**config.mk**
```make
export PLATFORM = sky130hd
export DESIGN_NAME = logic_gate_bist
export DESIGN_NICKNAME = d
export VERILOG_FILES = /design/src/rtl/logic_gate_bist.sv
export SDC_FILE = /design/constraint.sdc
export NUM_CORES = 1
export LEC_CHECK = 0
export CELL_PAD_IN_SITES_DETAIL_PLACEMENT = 0
export CELL_PAD_IN_SITES_GLOBAL_PLACEMENT = 1
export CORE_ASPECT_RATIO = 1.1
export CORE_MARGIN = 10
export CORE_UTILIZATION = 25
export DETAILED_ROUTE_END_ITERATION = 7
export PLACE_DENSITY = 0.61
export SYNTH_ARGS = -nofsm -noshare
export SYNTH_HDL_FRONTEND = slang
export SYNTH_SLANG_ARGS = --single-unit
```
**constraint.sdc**
```tcl
create_clock -name clk -period 4.5 [get_ports clk]
set_clock_uncertainty 0.2 [all_clocks]
set_input_delay 0.9 -clock clk [delete_from_list [all_inputs] [get_ports clk]]
set_output_delay 0.9 -clock clk [all_outputs]
set_load 0.02 [all_outputs]
```
**src/rtl/logic_gate_bist.sv**
```systemverilog
// Registered WIDTH-bit two-operand logic unit with valid/ready handshake and a
// built-in self-test that sweeps every (a,b) pair through the real output register.
module logic_gate_bist #(
  parameter int WIDTH = 4,
  parameter int ERRW  = 8
) (
  input  logic             clk,
  input  logic             rst_n,
  input  logic             in_valid,
  output logic             in_ready,
  input  logic [WIDTH-1:0] a,
  input  logic [WIDTH-1:0] b,
  input  logic [2:0]       op,
  output logic             out_valid,
  input  logic             out_ready,
  output logic [WIDTH-1:0] y,
  input  logic             bist_start,
  input  logic [2:0]       bist_op,
  input  logic             inject_fault,
  output logic             bist_busy,
  output logic             bist_done,
  output logic             bist_pass,
  output logic [ERRW-1:0]  err_cnt
);

  localparam int VW = 2 * WIDTH;

  typedef enum logic [1:0] {
    S_IDLE  = 2'd0,
    S_RUN   = 2'd1,
    S_DRAIN = 2'd2,
    S_DONE  = 2'd3
  } state_t;

  state_t           r_state;
  state_t           w_next;
  logic [VW-1:0]    r_vec;
  logic [2:0]       r_bop;
  logic [WIDTH-1:0] r_y;
  logic [WIDTH-1:0] r_gold;
  logic             r_vld;
  logic             r_cmp;
  logic             r_rdy_en;
  logic             r_busy;
  logic             r_done;
  logic             r_pass;
  logic [ERRW-1:0]  r_err;
  logic             w_start_acc;
  logic             w_push;
  logic [WIDTH-1:0] w_va;
  logic [WIDTH-1:0] w_vb;
  logic [WIDTH-1:0] w_flt;

  function automatic logic [WIDTH-1:0] f_logic(input logic [2:0] f_op,
                                               input logic [WIDTH-1:0] f_a,
                                               input logic [WIDTH-1:0] f_b);
    logic [WIDTH-1:0] res;
    case (f_op)
      3'd0:    res = f_a & f_b;
      3'd1:    res = f_a | f_b;
      3'd2:    res = f_a ^ f_b;
      3'd3:    res = ~(f_a & f_b);
      3'd4:    res = ~(f_a | f_b);
      3'd5:    res = ~(f_a ^ f_b);
      3'd6:    res = f_a & ~f_b;
      default: res = f_a;
    endcase
    return res;
  endfunction

  // Golden model: per-bit truth-table lookup indexed by {a[i],b[i]}, deliberately
  // structured differently from the datapath so a shared mistake is unlikely.
  function automatic logic [WIDTH-1:0] f_golden(input logic [2:0] g_op,
                                                input logic [WIDTH-1:0] g_a,
                                                input logic [WIDTH-1:0] g_b);
    logic [3:0]       tt;
    logic [WIDTH-1:0] res;
    res = '0;
    case (g_op)
      3'd0:    tt = 4'b1000;
      3'd1:    tt = 4'b1110;
      3'd2:    tt = 4'b0110;
      3'd3:    tt = 4'b0111;
      3'd4:    tt = 4'b0001;
      3'd5:    tt = 4'b1001;
      3'd6:    tt = 4'b0100;
      default: tt = 4'b1100;
    endcase
    for (int i = 0; i < WIDTH; i++) begin
      res[i] = tt[{g_a[i], g_b[i]}];
    end
    return res;
  endfunction

  assign w_va        = r_vec[WIDTH-1:0];
  assign w_vb        = r_vec[VW-1:WIDTH];
  assign w_flt       = WIDTH'(inject_fault);
  assign w_start_acc = (r_state == S_IDLE) & bist_start & ~r_vld;
  assign w_push      = in_valid & in_ready;

  // r_rdy_en is high only in IDLE, so the datapath is invisible while the BIST owns it
  assign in_ready  = r_rdy_en & (~r_vld | out_ready) & ~w_start_acc;
  assign out_valid = r_rdy_en & r_vld;
  assign y         = r_rdy_en ? r_y : '0;
  assign bist_busy = r_busy;
  assign bist_done = r_done;
  assign bist_pass = r_pass;
  assign err_cnt   = r_err;

  // FSM state register
  always_ff @(posedge clk or negedge rst_n) begin
    if (!rst_n) begin
      r_state <= S_IDLE;
    end else begin
      r_state <= w_next;
    end
  end

  // FSM next-state logic
  always_comb begin
    w_next = r_state;
    case (r_state)
      S_IDLE: begin
        if (w_start_acc) begin
          w_next = S_RUN;
        end else begin
          w_next = S_IDLE;
        end
      end
      S_RUN: begin
        if (r_vec == {VW{1'b1}}) begin
          w_next = S_DRAIN;
        end else begin
          w_next = S_RUN;
        end
      end
      S_DRAIN: w_next = S_DONE;
      S_DONE:  w_next = S_IDLE;
      default: w_next = S_IDLE;
    endcase
  end

  // Shared output register: functional beats in IDLE, sweep vectors during RUN
  always_ff @(posedge clk or negedge rst_n) begin
    if (!rst_n) begin
      r_y    <= '0;
      r_gold <= '0;
      r_vld  <= 1'b0;
      r_cmp  <= 1'b0;
    end else begin
      case (r_state)
        S_IDLE: begin
          r_cmp <= 1'b0;
          if (w_push) begin
            r_y   <= f_logic(op, a, b) ^ w_flt;
            r_vld <= 1'b1;
          end else if (out_ready) begin
            r_vld <= 1'b0;
          end else begin
            r_vld <= r_vld;
          end
        end
        S_RUN: begin
          r_y    <= f_logic(r_bop, w_va, w_vb) ^ w_flt;
          r_gold <= f_golden(r_bop, w_va, w_vb);
          r_vld  <= 1'b0;
          r_cmp  <= 1'b1;
        end
        S_DRAIN: begin
          r_cmp <= 1'b0;
        end
        default: begin
          r_y   <= '0;
          r_vld <= 1'b0;
          r_cmp <= 1'b0;
        end
      endcase
    end
  end

  // BIST sequencing and status flags
  always_ff @(posedge clk or negedge rst_n) begin
    if (!rst_n) begin
      r_vec    <= '0;
      r_bop    <= 3'd0;
      r_busy   <= 1'b0;
      r_done   <= 1'b0;
      r_pass   <= 1'b0;
      r_rdy_en <= 1'b0;
    end else begin
      r_rdy_en <= (w_next == S_IDLE);
      case (r_state)
        S_IDLE: begin
          if (w_start_acc) begin
            r_vec  <= '0;
            r_bop  <= bist_op;
            r_busy <= 1'b1;
            r_done <= 1'b0;
            r_pass <= 1'b0;
          end
        end
        S_RUN: begin
          if (r_vec != {VW{1'b1}}) begin
            r_vec <= r_vec + VW'(1);
          end
        end
        S_DONE: begin
          r_busy <= 1'b0;
          r_done <= 1'b1;
          r_pass <= (r_err == {ERRW{1'b0}});
        end
        default: begin
          r_busy <= r_busy;
        end
      endcase
    end
  end

  // Saturating mismatch counter; each compare checks the vector issued one cycle earlier
  always_ff @(posedge clk or negedge rst_n) begin
    if (!rst_n) begin
      r_err <= '0;
    end else if (w_start_acc) begin
      r_err <= '0;
    end else if (r_cmp && (r_y != r_gold) && (r_err != {ERRW{1'b1}})) begin
      r_err <= r_err + ERRW'(1);
    end
  end

endmodule

```
# After elaboration in Yosys (flattened, before gate mapping)
# Index checks and enable logic that the tools add are counted.
# classes
mul	0
order_cmp	4
n_bitwise	28
n_shift	0
muxes	35
eq_ne	23
reduce_logical	15
div	0
n_addsub	2
# op_table
operator	n
4-bit one-hot mux with 7 select lines	3
8-bit 2-to-1 mux	4
4-bit NOT	8
4-bit 2-to-1 mux	6
3-bit == test (second input constant)	6
8-bit by 1-bit adder with 8-bit output (second input constant)	2
4-bit AND	4
8-bit inequality test (second input constant)	2
8-bit one-hot mux with 2 select lines	1
3-bit by 2-bit == test with 1-bit output (second input constant)	4
2-bit by 3-bit < comparator with 1-bit output (second input constant)	4
4-bit one-hot mux with 3 select lines	1
1-bit 2-to-1 mux	10
1-bit binary-select mux with 2-bit select	4
8-bit == test (second input constant)	1
8-bit logical NOT	1
4-bit OR	2
1-bit one-hot mux with 2 select lines	4
2-bit one-hot mux with 4 select lines	1
2-bit AND reduction	4
4-bit by 1-bit bitwise XOR with 4-bit output	2
4-bit bitwise XOR	2
1-bit AND	6
3-bit by 1-bit == test with 1-bit output (second input constant)	2
other kinds (13)	23
# totals
output_inout_bits	17
latch_bits	0
romBits	0
mem_bits_rw	0
elab_cells	119
mem_count	0
reg_bits	35

# Logic depth before layout (Yosys ltp)
# logic_depth
ltp_word	11
ltp_mapped	8
mapped_depth_nobuf	7

# Least setup slack after synthesis
# No wires, ideal clock.
# synth_path
kind	input-to-output
startpoint	input port bist_start
endpoint	output port in_ready
slack_ps	1695
path_buffers	1
arrival_time_ps	1705
stages	3
required_time_ps	3400
path_cell_list	or4b_1 -> buf_2 -> and3_1
# synth_between
elab_chain_len	4
# synth_lines
item	line_no	rtl
start, declared	17	input logic bist_start,
1-bit AND (2 in series)	98	assign w_start_acc = (r_state == S_IDLE) & bist_start & ~r_vld;
1-bit NOT	102	assign in_ready = r_rdy_en & (~r_vld | out_ready) & ~w_start_acc;
1-bit AND	102	
end, declared	10	output logic in_ready,
# No other way between the ends.

# Worst setup path after layout
# Same ends and word-level chain as after synthesis.

==> results.yml <==
layout:
  mostFrequentLayoutCells: "36 x clkdlybuf4s50_1, 35 x dfrtp_1, 31 x nand2_1, 27 x ha_1, 25 x nor2_1"
  area_growth_pct: 22.8
  fin_nets: 402
  final_common_cell: "clkdlybuf4s50_1"
  drive_above_1_share_pct: 7.58
  multi_input_area_um2: 1830
  seqCellArea_um2: 876
  fillers: 1211
  num_antenna_cells: 0
pwr:
  power_switching_uw: 989
  power.leakage_nw: 1.47
  clkPwrFrac_pct: 17.4
  switching_share_pct: 43.3
  power.internal_mw: 1.30
  pwr_density_cell_nw_per_um2: 645
  power_mw: 2.28
  ir_drop_mv: 0.171
  p_seq_share_pct: 31.0
  combPwrFrac_pct: 51.6
clocking:
  cts_tree: "built"
  ctsResizeCount: 0
  hold_buffers: 0
  cts.reportedPaths.clkPinSlew_ns: 0.06
  numCtsBuffers: 5
  post_cts_buffers: 0
  clk_latency_ns: 0.28
  clkSinkCount: 35
  htreeDepth: 2
  cts.path.max_buffers: 2
  cts_root_buffer: "clkbuf_16"
timing:
  fin_crit_sh_pct: 81.0
  hold_viol_final: 0
  setup_violations: 0
  period_minus_slack_ns: 3.65
  whs_ns: 0.283
  tns_ns: 0
  fmax_ghz: 0.274
  rsz0062_at_grt: "no"
  worst_pin_slew_ns: 0.886
  slew_viol_final: 0
  slew_headroom_pct: 40.3
routing:
  drc_errors: 0
  firstDrtPassIters: 4
  vias: 2382
  wl_um: 7150
  routedWlPerCell_um: 14.1
  viasPerCell: 4.71
  drtIter0Drc: 102
  ant_nets: 0
synth:
  synthDistinctLibCells: 53
  synth.cell_area_um2: 2880
  synth-edff-count: 0
  synth_seq_area_share_pct: 30.4
  synthesis.nets: 379
  synth_seq_cells: 35
  async_reset_ff_share_pct: 100
  synthFlopType: "dfrtp_1"
  syn_area_per_cell_um2: 8.68
  synth_cells: 332
  ys_warn_count: 0
die:
  start_util_pct: 25.3
  io_pins: 37
  rows: 41
  die_area_um2: 16200
  dieWidth_um: 122
  die_h_um: 133
  core_area_um2: 11400
run_status:
  outcome: "complete, no violations"
critical_path:
  crit_path_start_kind: "input pin"
  path_max_fanout: 2
  crit_type: "input pin to output port"
  slowest_stage: "clkdlybuf4s50_1"
  worstSetupEndpointType: "output port"
  crit_chain: "clkdlybuf4s50_1 > or4b_1 > and3_1 > clkdlybuf4s50_1"
  worstPathArrival_ns: 2.55
  cpPeakStageDelay_ns: 0.54
  crit_path_frequent_cell: "clkdlybuf4s50_1"
  crit_required_ns: 3.40
place:
  gp_congestion: 0.740
  hpwl_um: 5310
  io_buffers: 36
global_route:
  grt_pass1_wl_um: 11800
  grt_overflow: 0
  first_global_vias: 2273
  grt_max_degree: 36
  grt_use_total_pct: 8.78
  antenna_found_initial: 0
flow_run:
  maxCapViolations: 0
worst_hold_path:
  hold_path.class: "register to register"
-- critical path, delay by kind of cell --
family / cells / cell delay [ns]
and+or+nand+nor: 2 / 0.63
buffers and inverters: 2 / 1.01
-- cell usage after synthesis, types with 2 or more instances --
cell type | number | area share (%)
mux4_2 | 4 | 3.1
and2_1 | 6 | 1.3
o22ai_1 | 7 | 1.5
nor2_1 | 25 | 3.3
nor3b_1 | 2 | 0.52
mux2i_1 | 9 | 3.1
nand4_1 | 3 | 0.65
nor2b_1 | 2 | 0.43
o211ai_1 | 2 | 0.52
nand2b_1 | 6 | 1.3
o221ai_1 | 2 | 0.61
ha_1 | 27 | 12
nand3_1 | 10 | 1.7
and3_1 | 3 | 0.65
buf_1 | 2 | 0.26
nor4b_1 | 5 | 1.5
nor3_1 | 10 | 1.7
a22o_1 | 5 | 1.5
dfrtp_1 | 35 | 30
o21ai_0 | 15 | 2.6
a31oi_1 | 5 | 1.1
xor2_1 | 8 | 2.4
buf_2 | 6 | 1.0
nand2_1 | 31 | 4.0
xnor2_1 | 12 | 3.6
mux2_2 | 4 | 1.6
a21oi_1 | 15 | 2.6
clkbuf_1 | 16 | 2.1
o221a_2 | 2 | 0.78
inv_1 | 22 | 2.9
a211o_1 | 2 | 0.61
nor4_1 | 5 | 1.1
o2111ai_1 | 4 | 1.2
-- final timing paths --
path                                            start                    end  slack (ns)  depth (start not counted)
min in group asynchronous                       rst_n  bist_pass$_DFFE_PN0P_        0.83                          2
worst max register to register   r_vec[0]$_DFFE_PN0P_     r_y[0]$_DFFE_PN0P_        1.99                          6
worst min-delay path            bist_done$_DFFE_PN0P_  bist_done$_DFFE_PN0P_        0.28                          2
worst min register to register  bist_done$_DFFE_PN0P_  bist_done$_DFFE_PN0P_        0.28                          2
worst max-delay path                       bist_start               in_ready        0.85                          4
max in group asynchronous                       rst_n   r_bop[0]$_DFFE_PN0P_        2.95                          2
-- area by class of cell --
cell class / count / share of cell area [%]
multi-input cells: 249 / 51.6
flip-flops and latches: 35 / 24.7
repair buffers: 40 / 11.0
well taps: 150 / 5.30
clock buffers: 5 / 3.53
inverters: 24 / 2.54
clock inverters: 3 / 1.24
-- stage by stage --
step	worst slack, ns	utilization, %	area (µm²)	cells
floorplan	1.69	-	2880	332
global placement	0.829	29.6	3370	498
detailed placement	0.839	29.6	3370	498
CTS	0.839	31.1	3540	506
global route	0.812	31.1	3540	506
finish	0.853	31.1	3540	506
-- power by group through the flow --
stage | logic [mW] | clock network (mW) | registers (mW)
global route | 1.33 | 0.421 | 0.746
floorplan | 0.924 | 0 | 0.631
CTS | 1.19 | 0.407 | 0.707
detailed placement | 1.18 | 0 | 0.713
finish | 1.18 | 0.397 | 0.708
global placement | 1.17 | 0 | 0.707
-- flip-flops by register name, summed over array words and instances (netlist names) --
register,count
bist_busy,1
bist_done,1
bist_pass,1
err_cnt,8
r_bop,3
r_cmp,1
r_gold,4
r_rdy_en,1
r_state,2
r_vec,8
r_vld,1
r_y,4
-- metal layers --
metal  up-vias  wire length (µm)  GRT usage (%)  part of all wire [%]
li1       1225                 -              -                     -
met1      1114              3430           11.8                    48
met2        35              3330           13.7                    47
met3         8               308           1.70                   4.3
met4         0                90           2.75                   1.3
met5         -                 0              0                     0
-- cells by family (layout without fill, tap and decap cells) --
logic type | Yosys count | in the layout | synth area share [%]
buffers and inverters | 48 | 72 | 6.51
xor gates and xnor gates | 20 | 20 | 6.08
DFF | 35 | 35 | 30.4
and+or+nand+nor | 114 | 114 | 20.1
AOI/OAI and AO/OA | 71 | 71 | 17.4
muxes | 17 | 17 | 7.81
adders and majority gates | 27 | 27 | 11.7
No activity file was read; power rests on OpenSTA's default activity.
